`config.mk`:
```
export PLATFORM = sky130hd
export DESIGN_NAME = itof_pipe
export DESIGN_NICKNAME = d
export VERILOG_FILES = /design/src/rtl/fpu_pkg.sv /design/src/rtl/lzc32.sv /design/src/rtl/itof_pipe.sv
export SDC_FILE = /design/constraint.sdc
export NUM_CORES = 1
export LEC_CHECK = 0
export CORE_UTILIZATION = 50
export CTS_BUF_LIST = sky130_fd_sc_hd__clkbuf_8 sky130_fd_sc_hd__clkbuf_16
export CTS_CLUSTER_DIAMETER = 150
export DETAILED_ROUTE_END_ITERATION = 10
export PLACE_DENSITY = 0.83
export SLEW_MARGIN = 10
export SYNTH_ARGS = -nofsm -noshare
export SYNTH_HDL_FRONTEND = slang
export SYNTH_HIERARCHICAL = 1
export SYNTH_SLANG_ARGS = --single-unit
```
`constraint.sdc`:
```
create_clock -name clk -period 5 [get_ports clk]
set_input_delay 0.5 -clock clk [delete_from_list [all_inputs] [get_ports clk]]
set_output_delay 0.5 -clock clk [all_outputs]
set_load 0.02 [all_outputs]
```
`src/rtl/fpu_pkg.sv`:
```
// Shared FPU definitions: single-precision field layout and exponent bias.
package fpu_pkg;

    localparam int FP_BIAS   = 127;
    localparam int FP_EXP_W  = 8;
    localparam int FP_FRAC_W = 23;
    localparam int FP_W      = 1 + FP_EXP_W + FP_FRAC_W;

    typedef struct packed {
        logic                 s;
        logic [FP_EXP_W-1:0]  e;
        logic [FP_FRAC_W-1:0] f;
    } fp32_t;

    // Positive zero, the only zero the integer converters ever emit.
    function automatic fp32_t fp_pos_zero();
        fp32_t z;
        z = '0;
        return z;
    endfunction

endpackage

```
`src/rtl/lzc32.sv`:
```
// Combinational 32-bit leading-zero counter; reports 32 for an all-zero word.
module lzc32 (
    input  logic [31:0] a,
    output logic [5:0]  count
);

    logic found;

    always_comb begin
        count = 6'd32;
        found = 1'b0;
        for (int i = 31; i >= 0; i--) begin
            if (!found && a[i]) begin
                count = 6'(31 - i);
                found = 1'b1;
            end
        end
    end

endmodule

```
`src/rtl/itof_pipe.sv`:
```
// Three-stage integer to single-precision converter (abs, normalize, round/pack)
// with a single stall-everything advance enable driven by the output handshake.
module itof_pipe
    import fpu_pkg::*;
(
    input  logic        clk,
    input  logic        rstn,
    input  logic        in_valid,
    output logic        in_ready,
    input  logic [31:0] x,
    input  logic        is_unsigned,
    output logic        out_valid,
    input  logic        out_ready,
    output logic [31:0] y
);

    logic        en;
    logic        v1, v2, v3;

    logic        s_p1;
    logic [31:0] a_p1;

    logic        s_p2;
    logic        zero_p2;
    logic [31:0] n_p2;
    logic [8:0]  e_p2;

    logic [31:0] y_p3;

    logic        s_in;
    logic [31:0] a_in;
    logic [5:0]  lz;

    function automatic logic [31:0] magnitude(input logic signed [31:0] v, input logic neg);
        return neg ? (~v + 32'sd1) : v;
    endfunction

    // Round to nearest even on the 24-bit mantissa; a carry out renormalizes to 1.0.
    function automatic fp32_t round_pack(input logic s, input logic [8:0] e, input logic [31:0] n);
        logic [23:0] m;
        logic        up;
        logic [24:0] m_r;
        logic [8:0]  e_r;
        fp32_t       r;
        m   = n[31:8];
        up  = n[7] & ((|n[6:0]) | m[0]);
        m_r = {1'b0, m} + {24'd0, up};
        e_r = e;
        if (m_r[24]) begin
            r.f = '0;
            e_r = e + 9'd1;
        end else begin
            r.f = m_r[FP_FRAC_W-1:0];
        end
        r.s = s;
        r.e = e_r[FP_EXP_W-1:0];
        return r;
    endfunction

    assign en        = ~v3 | out_ready;
    assign in_ready  = en;
    assign out_valid = v3;
    assign y         = y_p3;

    assign s_in = ~is_unsigned & x[31];
    assign a_in = magnitude(x, s_in);

    lzc32 u_lzc (
        .a     (a_p1),
        .count (lz)
    );

    always_ff @(posedge clk or negedge rstn) begin
        if (!rstn) begin
            v1      <= 1'b0;
            v2      <= 1'b0;
            v3      <= 1'b0;
            s_p1    <= 1'b0;
            a_p1    <= '0;
            s_p2    <= 1'b0;
            zero_p2 <= 1'b0;
            n_p2    <= '0;
            e_p2    <= '0;
            y_p3    <= '0;
        end else if (en) begin
            // stage 1: sign and magnitude
            v1   <= in_valid;
            s_p1 <= s_in;
            a_p1 <= a_in;
            // stage 2: normalize so bit 31 carries the leading one
            v2      <= v1;
            s_p2    <= s_p1;
            zero_p2 <= (a_p1 == 32'd0);
            n_p2    <= a_p1 << lz[4:0];
            e_p2    <= 9'(FP_BIAS + 31) - {3'b000, lz};
            // stage 3: round and pack; bubbles and zero both leave +0.0 on y
            v3   <= v2;
            y_p3 <= (v2 && !zero_p2) ? round_pack(s_p2, e_p2, n_p2) : fp_pos_zero();
        end
    end

endmodule

```
# Yosys cells after proc, flatten, opt, wreduce, memory -nomap -nowiden

Cells that the tools add are included.

Add/subtract/negate cells: 4
Shifts and indexed selects: 1
Muxes and demuxes: 67
Bitwise logic cells: 7
Reductions and logical operators: 66

Operators by type and width:

| cell                                                               | number |
|---|---|
| 6-bit two-way mux                                                  | 32 |
| 32-bit two-way mux                                                 | 2 |
| 32-bit by 2-bit adder with 32-bit output (second input constant)   | 1 |
| 1-bit logical AND                                                  | 32 |
| 1-bit zero test                                                    | 32 |
| 32-bit zero test                                                   | 1 |
| 32-bit NOT                                                         | 1 |
| 32-bit by 5-bit << shifter with 32-bit output                      | 1 |
| 1-bit two-way mux                                                  | 31 |
| 24-bit by 1-bit adder with 25-bit output                           | 1 |
| 23-bit two-way mux                                                 | 1 |
| 8-bit by 1-bit adder with 8-bit output (second input constant)     | 1 |
| 8-bit two-way mux                                                  | 1 |
| 8-bit by 6-bit subtractor with 8-bit output (first input constant) | 1 |
| 7-bit OR reduction                                                 | 1 |
| 1-bit bitwise AND                                                  | 2 |
| 1-bit NOT                                                          | 2 |
| 1-bit bitwise OR                                                   | 2 |

Bits in registers: 110
Input bits: 37
Output and inout bits: 34
Logic and storage cells: 155

# Logic depth before layout (Yosys ltp)

Depth in word-level cells: 95
Depth in mapped cells: 12
Gate-level depth less buffers: 10

# Modules after synthesis

Netlist, hierarchy kept.

By module, submodules not included:

| module    | times used | cells each | area an instance (um2) | seq. area each (um2) |
|---|---|---|---|---|
| itof_pipe | 1          | 725        | 6870.3                 | 2752.6 |
| lzc32     | 1          | 64         | 385.4                  | 0.0 |

# Worst setup path after synthesis

Ideal clock, no wire load.

Kind: reg-to-reg
Start point: register a_p1[23]
End point: register n_p2[30]
Setup time: 0.119 ns
Arrival: 3.328 ns
Data required time: 4.881 ns
Setup slack: 1.554 ns
Cell stages (with the launch flop): 11
Buffers on the path: 1
Clock period less this slack: 3.446 ns
Path through: dfrtp_1 > or4_4 > nor3_4 > nand4_2 > o32a_1 > o311ai_1 > buf_2 > mux2_2 > mux4_2 > a222oi_1 > a21bo_1

Word-level cells in the longest chain between the ends: 72
Elaborated cells on any way between the ends: 95
Those cells by class: shift (1); mux (47); reduce/logical (47)

Ends and longest elaborated chain:

| element                                           | RTL line        | RTL |
|---|---|---|
| start: declaration                                | itof_pipe.sv:21 | `logic [31:0] a_p1;` |
| start signal: assignment                          | itof_pipe.sv:89 | `a_p1 <= a_in;` |
| 1-bit logical AND (*)                             | lzc32.sv:13     | `if (!found && a[i]) begin` |
| 1-bit two-way mux                                 | lzc32.sv:13     |  |
| 1-bit zero test                                   | lzc32.sv:13     |  |
| 1-bit logical AND                                 | lzc32.sv:13     |  |
| 1-bit two-way mux                                 | lzc32.sv:13     |  |
| 1-bit zero test                                   | lzc32.sv:13     |  |
| 1-bit logical AND                                 | lzc32.sv:13     |  |
| 1-bit two-way mux                                 | lzc32.sv:13     |  |
| (+57 left out)                                    | --              |  |
| 1-bit zero test                                   | lzc32.sv:13     |  |
| 1-bit logical AND                                 | lzc32.sv:13     |  |
| 1-bit two-way mux                                 | lzc32.sv:13     |  |
| 1-bit zero test                                   | lzc32.sv:13     |  |
| 1-bit logical AND                                 | lzc32.sv:13     |  |
| 6-bit two-way mux (*)                             | lzc32.sv:13     |  |
| via lz[0]                                         | itof_pipe.sv:32 | `logic [5:0] lz;` |
| 32-bit by 5-bit << shifter with 32-bit output (*) | itof_pipe.sv:94 | `n_p2 <= a_p1 << lz[4:0];` |
| end signal: assignment                            | itof_pipe.sv:94 |  |
| end: declaration                                  | itof_pipe.sv:25 | `logic [31:0] n_p2;` |

The timed path passes the listed nets; every way through them passes the cells marked *.
A chain may end at the register's enable or synchronous reset.

# Worst setup path after layout

Start point: register a_p1[30]
End point: register n_p2[29]

Word-level cells in the longest chain between the ends: 93
Elaborated cells on any way between the ends: 123
Those cells by class: shift (1); mux (61); reduce/logical (61)

Ends and longest elaborated chain:

| element                                           | RTL line |
|---|---|
| 1-bit logical AND (*)                             | lzc32.sv:13 |
| 1-bit two-way mux                                 | lzc32.sv:13 |
| 1-bit zero test                                   | lzc32.sv:13 |
| 1-bit logical AND                                 | lzc32.sv:13 |
| 1-bit two-way mux                                 | lzc32.sv:13 |
| 1-bit zero test                                   | lzc32.sv:13 |
| 1-bit logical AND                                 | lzc32.sv:13 |
| 1-bit two-way mux                                 | lzc32.sv:13 |
| (+78 left out)                                    | -- |
| 1-bit zero test                                   | lzc32.sv:13 |
| 1-bit logical AND                                 | lzc32.sv:13 |
| 1-bit two-way mux                                 | lzc32.sv:13 |
| 1-bit zero test                                   | lzc32.sv:13 |
| 1-bit logical AND                                 | lzc32.sv:13 |
| 6-bit two-way mux (*)                             | lzc32.sv:13 |
| via lz[0]                                         | itof_pipe.sv:32 |
| 32-bit by 5-bit << shifter with 32-bit output (*) | itof_pipe.sv:94 |

Marked as above.

==> qor.csv <==
stage,metric,value,unit
outcome,status,finished clean,
layout,final instance area,8420,um2
pwr,combinational share of power,46.6,%
synthesis,syn_area_per_cell,9.20,um2
pwr,clock power share,17.5,%
synthesis,post-synthesis sequential area ratio,37.9,%
synthesis,ys async rst share,100,%
worst_setup_path,WP buf/inv,1,
placed_design,DP Wirelength,13200,um
worst_setup_path,"slowest stage delay, CP",0.82,ns
clocking,clock buffer depth,2,
floorplan,die width,122,um
floorplan,Rows,43,
floorplan,Starting Density,51.7,%
floorplan,Die Ht,122,um
pwr,switch share,41.6,%
layout,ant diodes,0,
timing,RSZ-0062 raised after global routing,no,
synthesis,"flops & latches, synth",110,
worst_setup_path,WP data required,5.25,ns
routing,detailed-route via count,6364,
layout,nets,881,
timing,Rel. slew slack,20.9,%
floorplan,core footprint,14000,um2
clocking,htree depth,3,
clocking,clock-pin slew on the worst setup and hold paths,0.07,ns
synthesis,Synth Area in Simple Gates,20.9,%
timing,Final WS setup,0.744,ns
clocking,Clk Tree Root Cell,clkbuf_16,
global_routing,routing usage on met2,40.9,%
pwr,Pint,2.62,mW
clocking,Num CTS Buffers,9,
pwr,Peak VDD IR,0.245,mV
worst_setup_path,Crit path max-delay family,compound AO/OA/AOI/OAI gates,
pwr,PD cells,533,nW/um2
synthesis,Syn Std Cell Area,7260,um2
global_routing,first-pass GRT wire length,29600,um
placed_design,GP Congestion,0.930,
clocking,Clock Latency Late Sink,0.36,ns
worst_setup_path,CP Capture Type,register,
routing,DR WL/cell,17.5,um
layout,"commonest non-fill, non-tap cell in the layout",nand2_1,
floorplan,Ports,71,
routing,drt total wl,17900,um
clocking,Post-CTS Resized,0,
floorplan,Die Area,15000,um2
placed_design,DP Area,8090,um2
pwr,overall power,4.49,mW
layout,most frequent cells in the layout,"nand2_1 (111), dfrtp_1 (110), clkdlybuf4s50_1 (69)",
placed_design,Port Buf Inserts,70,
timing,period utilisation layout,85.1,%
synthesis,Synth cell types,70,
layout,share of cells above drive strength 1,10.2,%
global_routing,met1 global-route usage,33.0,%
synthesis,yosys warns,6,
placed_design,Place WS,0.777,ns
global_routing,M3 GR Usage,3.58,%
synthesis,largest family of logic cells by synthesized area,simple AND/OR/NAND/NOR gates,
synthesis,Synth Net Count,831,
synthesis,Mapped Cells,789,
routing,Iteration-0 DRC Markers,559,
timing,final hold violations,0,
worst_setup_path,CP max-delay cell,o311ai_4,
pwr,P_sw,1.87,mW
worst_hold_path,Hold Path Class,primary input to async pin,
timing,Max Clock Freq,235,MHz
timing,Setup TNS,0,ns
worst_setup_path,Startpoint Class,register,
worst_setup_path,Worst EP arrival,4.50,ns
global_routing,largest net degree at the start of global routing,78,
timing,Final min period,4.26,ns
global_routing,gr ovfl total,0,
placed_design,dpl cells,1008,
clocking,CTS tree,done,
synthesis,mux cell area share after synthesis,11.8,%
synthesis,ys flop type,dfrtp_1,
routing,DR pass1 iterations,5,
global_routing,number of global-route vias before repair,5964,
synthesis,post-synthesis compound-gate area fraction,17.8,%
timing,Final Max Tran Viols,0,
global_routing,Total GRT Usage,25.0,%
layout,area delta synth->final,16.1,%
global_routing,initial antenna violation count,0,
worst_setup_path,critical path class,register to register,
worst_setup_path,Crit Path Max Fanout,21,
routing,drt via density,6.21,
pwr,Seq pwr share,35.9,%
layout,fin util,60.0,%
layout,final non-filler cell total,1024,
routing,post-route ant nets,0,
clocking,Sink Count,110,
clocking,CTS Hold Buffers Added,0,
timing,clk_skew,0.00606,ns
timing,endpoints failing setup,0,
synthesis,Post-synth EDFFs,0,
timing,Slew @ Worst Pin,1.18,ns
worst_setup_path,CP Cell Sequence,or4_4 -> nor3_4 -> nand4_1 -> o311ai_4 -> buf_4 -> mux4_2 -> nor2b_1 -> a211oi_1 -> a21oi_1 -> a221o_1,
routing,# DRC,0,
pwr,P_leak,3.30,nW
synthesis,XOR/XNOR Fraction of Synth Area,7.12,%
global_routing,GR peak layer,met2,
clocking,Setup Buffers After CTS,0,
flow_run,max_cap viols,0,
synthesis,adder-cell share of the synthesized area,0.862,%
timing,hold slack final,0.288,ns
-- Yosys cell counts, types with 9 or more instances --
cell | instances | area (um2)
o221ai_1 | 9 | 78.8
mux4_2 | 14 | 315
nand2_1 | 111 | 417
xor2_1 | 38 | 333
inv_1 | 19 | 71.3
nand3_1 | 19 | 95.1
mux2i_1 | 18 | 180
o21ai_0 | 56 | 280
clkbuf_1 | 23 | 86.3
nor2_1 | 58 | 218
o21ai_1 | 16 | 80.1
nor4_1 | 16 | 100
xnor2_1 | 21 | 184
nand2b_1 | 9 | 56.3
nor3_1 | 14 | 70.1
a21oi_1 | 26 | 130
o22ai_1 | 9 | 56.3
o31ai_1 | 14 | 105
a22o_1 | 9 | 78.8
dfrtp_1 | 110 | 2750
mux2_2 | 27 | 304
nand4_1 | 16 | 100
-- power by group through the flow --
| stage | registers, mW | clock network (mW) | logic, mW |
|---|---|---|---|
| floorplan | 1.63 | 0 | 1.35 |
| global placement | 1.60 | 0 | 2.02 |
| detailed placement | 1.62 | 0 | 2.06 |
| CTS | 1.60 | 0.801 | 2.07 |
| global route | 1.67 | 0.838 | 2.26 |
| finish | 1.61 | 0.788 | 2.09 |
-- worst reg2reg max path: cells and delay by family, from the launching register on --
kind	cells	cell delay, ns
AO/OA/AOI/OAI	4	1.49
AND/OR/NAND/NOR	4	1.24
multiplexers	1	0.56
flip-flops	1	0.44
buffers and inverters	1	0.43
-- state kept, by name (all words and copies together), names as in the netlist --
register,count
a_p1,32
n_p2,32
y,32
e_p2,8
out_valid,1
s_p1,1
s_p2,1
v1,1
v2,1
zero_p2,1
-- final cells by class --
| cell class | count | area [um2] |
|---|---|---|
| fillers | 1204 | 5620 |
| multi-input cells | 618 | 4270 |
| flip-flops and latches | 110 | 2750 |
| repair buffers | 80 | 773 |
| clock buffers | 9 | 225 |
| well taps | 180 | 225 |
| clock inverters | 7 | 104 |
| inverters | 20 | 75.1 |
-- path summary, 6_finish.rpt --
| check | startpoint | to | slack, ns | cells after the start |
|---|---|---|---|---|
| worst min register to register | v1 | v1 | 0.47 | 2 |
| worst max-delay path | a_p1[30] | n_p2[29] | 0.74 | 10 |
| worst min-delay path | rstn | y[26] | 0.29 | 1 |
| max in group asynchronous | rstn | a_p1[0] | 3.73 | 2 |
| worst max register to register | a_p1[30] | n_p2[29] | 0.74 | 10 |
| min in group clk | v1 | v1 | 0.47 | 2 |
-- logic make-up after synthesis --
| group | after synthesis |
|---|---|
| compound gates | 197 |
| mux | 64 |
| simple gates | 293 |
| xor+xnor | 59 |
| fa+ha+maj | 5 |
| flops | 110 |
| buf+inv | 61 |
-- routing by layer --
layer  vias up  part of all wire [%]  wire, um
met5         -                     0         0
met4         0                   3.0       540
met3        47                   4.6       823
met2       235                    48      8570
met1      3040                    44      7950
li1       3042                     -         -
Note: power is estimated with default switching activity, not from simulation.
==> variant, RTL diff (same settings) <==
Make the reset (`rstn`) synchronous in one clocked block.
--- a/src/rtl/itof_pipe.sv
+++ b/src/rtl/itof_pipe.sv
@@ -70,7 +70,7 @@
         .count (lz)
     );
 
-    always_ff @(posedge clk or negedge rstn) begin
+    always_ff @(posedge clk) begin
         if (!rstn) begin
             v1      <= 1'b0;
             v2      <= 1'b0;
Behaviour: differs if rstn is asserted again (counterexample within 4 cycles, from zero or initial values and one cycle with rstn low); with rstn held inactive, the same outputs for 4 cycles.
==> variant against the original RTL <==
- final area shrank 2.2%
- sequential cell count is the same
- wire length increased by 4.4%
- synthesized area is 1.4% lower
- first-iteration DRC count down 23%
- worst setup slack better by 490 ps
Power is not compared: it rests on default switching activity, and its combinational part moved more than twofold at a synthesized area within 25%.
==> variant: results <==
global_routing:
  grt_util_met1: 0.332
  grt_max_degree: 50
  track_usage: 0.265
  use_met2: 0.441
  met3_usage: 0.0445
  grt_pass1_vias: 6062
  grt_pass1_wl_um: 30900
timing:
  slew_headroom: 0.259
  max_freq_ghz: 0.266
  worst_clock_skew_ps: 10.1
route:
  drt-met1-wl_um: 8060
  drtIter0Drc: 432
  dr.max_layer_used: "met4"
  wl_met3_um: 1050
  finalWirelength_um: 18700
  met2_length_um: 8930
  dr.pass1.iters: 6
  vias: 6540
critical_path:
  startpoint: "a_p1[23]"
  reg2reg_from: "a_p1[23]"
  crit_family: "simple AND/OR/NAND/NOR gates"
  arrival_ps: 4000
  cp_slowest_cell: "or4_4"
  timing.rr.end: "n_p2[21]"
  cp_max_fo: 21
  ff2ff_setup_slack_ps: 1240
  cp_slowest_stage_delay_ps: 600
clock_tree:
  cts_resized: 0
  clk_pin_slew_ps: 80
  cts_root_buf: "clkbuf_16"
  cts_buffers: 9
  clock_path_buffers: 2
synth:
  synth.area.top_cells: "dfxtp_1 31%, mux4_2 6.9%, xnor2_1 6.2%"
  syn_nets: 904
  synth_cell_types: 65
  yosys-top-cells-count: "113 x nand2_1, 110 x dfxtp_1, 77 x nor2_1"
  yosysSeqAreaShare: 0.308
  async_flop_share: 0
  yosysWarnings: 6
  netlist_instances: 862
placed_design:
  postPlaceCellArea_mm2: 0.00793
  placement.io_buffers: 70
  gp_congestion: 0.930
  place_ws_ps: 1290
  dp_hpwl_um: 13600
layout:
  fillers: 1261
  drive_gt1_frac: 0.125
  nNetsFinal: 942
  final_cells: 1085
min_path:
  hp-class: "reg2reg"
  hold_depth: 2
run_status:
  status: "complete, no violations"
pwr:
  swShare: 0.343
  p_seq_frac: 0.417
  power.leakage_uw: 0.00285
==> variant: cell types whose count changed in the layout (fill, tap and decap cells not counted), moves of 20 or more <==
cell / change
dfrtp_1: -110
xnor2_1: +30
a21oi_1: +21
xor2_1: -30
o21ai_2: +20
dfxtp_1: +110
==> variant: per-stage QoR <==
stage,utilization,hold slack (ps)
6_report,0.591,453
5_1_grt,0.591,476
4_1_cts,0.591,458
3_5_place_dp,0.569,443
3_3_place_gp,0.569,434
2_1_floorplan,-,432
==> variant: layout make-up <==
class                           instances  share of cell area
Timing Repair Buffer                   83              0.0969
Multi-Input combinational cell        669               0.559
Clock buffer                            9              0.0273
Clock inverter                          7              0.0100
Inverter                               27              0.0123
Tap cell                              180              0.0273
Sequential cell                       110               0.267
==> variant: cell families (layout without fill, tap and decap cells) <==
family,after synthesis,after routing,synth area share
simple gates,315,315,0.218
xor+xnor,59,59,0.0723
mux,70,70,0.140
buf+inv,83,126,0.0535
flops,110,110,0.308
compound gates,220,220,0.199
fa+ha+maj,5,5,0.00875
